$ cat src/rtl/car_pass_emulator.sv
// Drives the a/b beam-break waveform of one car entering or leaving the gate,
// with a one-deep request queue and the occupancy the downstream counter should show.
module car_pass_emulator #(
   parameter int PHASE_TICKS = 50,
   parameter int GAP_TICKS   = 50,
   parameter int CNT_W       = 4
) (
   input  logic             clk,
   input  logic             rst_n,
   input  logic             enter_req,
   input  logic             exit_req,
   output logic             a,
   output logic             b,
   output logic             busy,
   output logic             done,
   output logic             overflow,
   output logic [CNT_W-1:0] exp_count
);

   localparam int TICK_MAX = (PHASE_TICKS > GAP_TICKS) ? PHASE_TICKS : GAP_TICKS;
   localparam int TW       = $clog2(TICK_MAX + 1);

   typedef enum logic [2:0] {IDLE, PH1, PH2, PH3, GAP} state_t;

   state_t          state_reg;
   logic            dir_reg;
   logic [TW-1:0]   tick_reg;
   logic            pend_valid_reg;
   logic            pend_dir_reg;

   logic            req_any;
   logic            req_dir;
   logic            slot_valid_next;
   logic            slot_dir_next;
   logic            drop;
   logic            phase_end;

   // Enter wins when both arrive together; the loser queues or is dropped.
   always_comb begin
      req_any         = enter_req | exit_req;
      req_dir         = ~enter_req;
      slot_valid_next = pend_valid_reg;
      slot_dir_next   = pend_dir_reg;
      drop            = 1'b0;
      phase_end       = (tick_reg == '0);
      if (state_reg == IDLE) begin
         if (enter_req && exit_req) begin
            slot_valid_next = 1'b1;
            slot_dir_next   = 1'b1;
         end
      end else if (req_any) begin
         if (!pend_valid_reg) begin
            slot_valid_next = 1'b1;
            slot_dir_next   = req_dir;
            drop            = enter_req & exit_req;
         end else begin
            drop = 1'b1;
         end
      end
   end

   always_ff @(posedge clk or negedge rst_n) begin
      if (!rst_n) begin
         state_reg      <= IDLE;
         dir_reg        <= 1'b0;
         tick_reg       <= '0;
         pend_valid_reg <= 1'b0;
         pend_dir_reg   <= 1'b0;
         a              <= 1'b0;
         b              <= 1'b0;
         busy           <= 1'b0;
         done           <= 1'b0;
         overflow       <= 1'b0;
         exp_count      <= '0;
      end else begin
         done           <= 1'b0;
         overflow       <= drop;
         pend_valid_reg <= slot_valid_next;
         pend_dir_reg   <= slot_dir_next;
         tick_reg       <= phase_end ? tick_reg : tick_reg - 1'b1;
         case (state_reg)
            IDLE: begin
               if (req_any) begin
                  state_reg <= PH1;
                  dir_reg   <= req_dir;
                  tick_reg  <= TW'(PHASE_TICKS - 1);
                  {a, b}    <= req_dir ? 2'b01 : 2'b10;
                  busy      <= 1'b1;
               end
            end
            PH1: begin
               if (phase_end) begin
                  state_reg <= PH2;
                  tick_reg  <= TW'(PHASE_TICKS - 1);
                  {a, b}    <= 2'b11;
               end
            end
            PH2: begin
               if (phase_end) begin
                  state_reg <= PH3;
                  tick_reg  <= TW'(PHASE_TICKS - 1);
                  {a, b}    <= dir_reg ? 2'b10 : 2'b01;
               end
            end
            PH3: begin
               if (phase_end) begin
                  state_reg <= GAP;
                  tick_reg  <= TW'(GAP_TICKS - 1);
                  {a, b}    <= 2'b00;
               end
            end
            GAP: begin
               if (phase_end) begin
                  done <= 1'b1;
                  if (!dir_reg) begin
                     if (exp_count != {CNT_W{1'b1}}) exp_count <= exp_count + CNT_W'(1);
                  end else begin
                     if (exp_count != '0) exp_count <= exp_count - CNT_W'(1);
                  end
                  // A queued request (including one arriving this cycle) starts with no idle gap.
                  if (slot_valid_next) begin
                     state_reg      <= PH1;
                     dir_reg        <= slot_dir_next;
                     pend_valid_reg <= 1'b0;
                     tick_reg       <= TW'(PHASE_TICKS - 1);
                     {a, b}         <= slot_dir_next ? 2'b01 : 2'b10;
                  end else begin
                     state_reg <= IDLE;
                     busy      <= 1'b0;
                  end
               end
            end
            default: begin
               state_reg <= IDLE;
               {a, b}    <= 2'b00;
               busy      <= 1'b0;
            end
         endcase
      end
   end

endmodule

$ cat config.mk
export PLATFORM = sky130hd
export DESIGN_NAME = car_pass_emulator
export DESIGN_NICKNAME = d
export VERILOG_FILES = /design/src/rtl/car_pass_emulator.sv
export SDC_FILE = /design/constraint.sdc
export NUM_CORES = 1
export LEC_CHECK = 0
export CAP_MARGIN = 10
export CELL_PAD_IN_SITES_DETAIL_PLACEMENT = 2
export CELL_PAD_IN_SITES_GLOBAL_PLACEMENT = 2
export CORE_UTILIZATION = 35
export CTS_CLUSTER_SIZE = 30
export DETAILED_ROUTE_END_ITERATION = 8
export MAX_ROUTING_LAYER = met4
export PLACE_DENSITY = 0.8
export SLEW_MARGIN = 20
export SYNTH_ARGS = -nofsm -noshare
export SYNTH_HDL_FRONTEND = slang
export SYNTH_SLANG_ARGS = --single-unit
$ cat constraint.sdc
create_clock -name clk -period 5 [get_ports clk]
set_input_delay 1.5 -clock clk [delete_from_list [all_inputs] [get_ports clk]]
set_output_delay 1.5 -clock clk [all_outputs]
set_load 0.005 [all_outputs]
==> results.sh <==
export IMPL_io_pins=13
export IMPL_power_density_nw_per_um2=222.1
export IMPL_grt_use_met3_pct=2.372
export IMPL_yosys_top_cells_area="dfrtp_1, a21oi_1, ha_1, mux2_2, inv_1"
export IMPL_n_antenna_cell=0
export IMPL_postCtsHoldBufs=0
export IMPL_htree_levels=1
export IMPL_die_x_microns=62.83
export IMPL_setup_ws_ns=1.989
export IMPL_drt_initial_drc_count=18
export IMPL_status="completed"
export IMPL_antenna_found_initial=0
export IMPL_syn_num_nets=144
export IMPL_grt_max_degree=22
export IMPL_hp_start="b"
export IMPL_place_gp_congestion=0.7776
export IMPL_r2r_start="tick_reg[0]"
export IMPL_critPathMaxFanout=8
export IMPL_post_cts_buffers=0
export IMPL_drive_gt1_share_pct=10.96
export IMPL_overflow=0
export IMPL_netlist_instances=135
export IMPL_final_util_pct=43.40
export IMPL_cts_root_buf="clkbuf_8"
export IMPL_hold_viol_final=0
export IMPL_hold_end="b"
export IMPL_pre_cts_ws_ns=1.708
export IMPL_critical_path_cell_chain="clkdlybuf4s50_1, nor2_1, nor3_1, a211oi_2, mux2_2"
export IMPL_clk_pin_slew_ns=0.08
export IMPL_start_util_pct=37.62
export IMPL_grt_busiest_layer="met2"
export IMPL_grt_usage_pct=21.01
export IMPL_route_detailed_drc=0
export IMPL_whs_path_depth=1
export IMPL_end_kind="register"
export IMPL_ys_seq_area_share_pct=40.58
export IMPL_synth_top_area_cell="dfrtp_1"
export IMPL_die_area_sq_um=3947
export IMPL_dp_cells=188
export IMPL_fillers=373
export IMPL_maxSlewHeadroom_pct=58.68
export IMPL_critPathLaunchType="primary input"
export IMPL_register_area_sq_um=525.5
export IMPL_crit_arrival_ns=3.16
export IMPL_final_setup_viol_count=0
export IMPL_dr_pass1_iters=4
export IMPL_clkLatencyLatePin_ns=0.26
export IMPL_fin_skew_ns=0.001126
export IMPL_synth_edf_count=0
export IMPL_cellLeakagePower_uw=0.0006082
export IMPL_cts_resized=0
export IMPL_reg2reg_to="tick_reg[0]"
export IMPL_async_reset_ff_share_pct=100.0
export IMPL_row_count=21
export IMPL_ir_drop_uv=109.3
export IMPL_syn_to_final_growth_pct=15.36
export IMPL_maxSlewViolCount=0
export IMPL_fmax_ghz=0.3322
export IMPL_netlist_area_sq_um=1295
export IMPL_vias_per_cell=5.510
export IMPL_cts_tree="built"
export IMPL_multi_input_area_sq_um=708.2
export IMPL_globalRouteMet2Util_pct=37.23
export IMPL_wirelength_microns=3519
export IMPL_grtUsageMet1_pct=25.83
export IMPL_grt_setup_unrepaired="false"
export IMPL_reg2reg_setup_slack_ns=2.46
export IMPL_avgRoutedWirePerCell_microns=18.33
export IMPL_path_class="in -> reg"
export IMPL_synth_seq_cells=21
export IMPL_cts_sinks=21
export IMPL_portBuffers=12
export IMPL_die_height_microns=62.83
export IMPL_place_hpwl_microns=2626
export IMPL_ys_warn_count=0
export IMPL_stdcell_count=192
export IMPL_synth_top_cell_area_share_pct=40.58
export IMPL_core_area_sq_um=3442
export IMPL_syn_area_per_cell_sq_um=9.593
export IMPL_synth_cell_types=46
export IMPL_vias=1058
export IMPL_post_route_period_util_pct=60.21
export IMPL_largest_register_ff_count=6
export IMPL_clockBufferDepth=2
export IMPL_layout_nets=156
export IMPL_cp_slowest_cell="clkdlybuf4s50_1"
export IMPL_ant_nets=0
export IMPL_cts_buffers=3
export IMPL_worstMarginPinSlew_ns=0.6197
export IMPL_max_cap_violations=0
export IMPL_r2r_cells=8
export IMPL_required_ns=5.15
export IMPL_ys_flop_type="dfrtp_1"
export IMPL_period_minus_slack_ns=3.011
export IMPL_tns_ns=0
export IMPL_cp_slowest_stage_delay_ns=0.53
export IMPL_grt_pass1_vias=1197
export IMPL_hold_class="reg -> reg"
export IMPL_grt_pass1_wl_microns=6230
[Yosys cell counts, types with 2 or more instances]
cell	n
nor3b_1	2
xnor2_1	4
o311ai_0	2
a21oi_1	11
dfrtp_1	21
o21ai_0	4
mux2_2	4
mux2i_1	3
nor3_1	5
nand2b_1	3
o21a_1	2
inv_1	10
clkbuf_1	4
nand2_1	6
or3_1	2
xor2_1	3
o211ai_1	4
ha_1	4
nor2_1	10
nand3_1	5
[metrics by stage]
step | power [uW] | instance area (sq um) | hold slack (ns)
global placement | 221.3 | 1453 | 0.4915
floorplan | 206.2 | 1295 | 0.4964
global route | 349.6 | 1494 | 0.5405
CTS | 337.0 | 1499 | 0.5175
finish | 331.9 | 1494 | 0.5141
detailed placement | 222.7 | 1453 | 0.5016
[worst max path at each step]
stage / from / end / slack, ns / depth (start not counted)
floorplan: exit_req / a / 2.34 / 4
global placement: enter_req / a / 1.75 / 5
detailed placement: enter_req / b / 1.71 / 5
CTS: enter_req / b / 1.99 / 5
global route: enter_req / a / 1.89 / 5
finish: enter_req / b / 1.99 / 5
[metal layers]
metal | vias up | share of wire (%)
met1 | 536 | 46
met3 | 2 | 1.6
li1 | 507 | -
met4 | 0 | 0.40
met5 | - | 0
met2 | 13 | 52
[where the power goes]
part | switching (uW) | internal (uW)
Sequential | 9.08 | 176
Clock | 57.0 | 55.5
Combinational | 18.1 | 16.1
[critical path: cells and delay by family]
family                 cells  cell delay [ns]
AO/OA/AOI/OAI              1             0.30
buffers and inverters      1             0.53
AND/OR/NAND/NOR            2             0.47
multiplexers               1             0.36
[layout make-up]
type | instances | area share [%]
timing repair buffer | 12 | 7.705
sequential | 21 | 35.18
clock inverter | 1 | 0.3350
clock buffer | 3 | 2.764
inverter | 11 | 2.764
multi-input combinational | 98 | 47.40
tap | 46 | 3.853
[cells by family (layout without fill, tap and decap cells)]
logic type / Yosys count / count (layout) / synth area share [%]
buf+inv: 16 / 27 / 4.734
mux: 7 / 7 / 5.797
xor+xnor: 7 / 7 / 4.734
compound gates: 35 / 35 / 18.45
flops: 21 / 21 / 40.58
simple gates: 44 / 44 / 20.29
fa+ha+maj: 5 / 5 / 5.411
[cells in the final DEF (no fill, tap or decap), types with 2 or more instances in the layout]
master | synthesis | routed
ha_1 | 4 | 4
mux2_2 | 4 | 4
o311ai_0 | 2 | 2
o211ai_1 | 4 | 4
nor3b_1 | 2 | 2
o21ai_0 | 4 | 4
nor3_1 | 5 | 5
inv_1 | 10 | 10
a21oi_1 | 11 | 11
clkdlybuf4s50_1 | 0 | 11
nand2_1 | 6 | 6
nand2b_1 | 3 | 3
mux2i_1 | 3 | 3
clkbuf_8 | 0 | 3
or3_1 | 2 | 2
nor2_1 | 10 | 10
xor2_1 | 3 | 3
dfrtp_1 | 21 | 21
o21a_1 | 2 | 2
nand3_1 | 5 | 5
xnor2_1 | 4 | 4
Power figures use the tool's default switching activity.
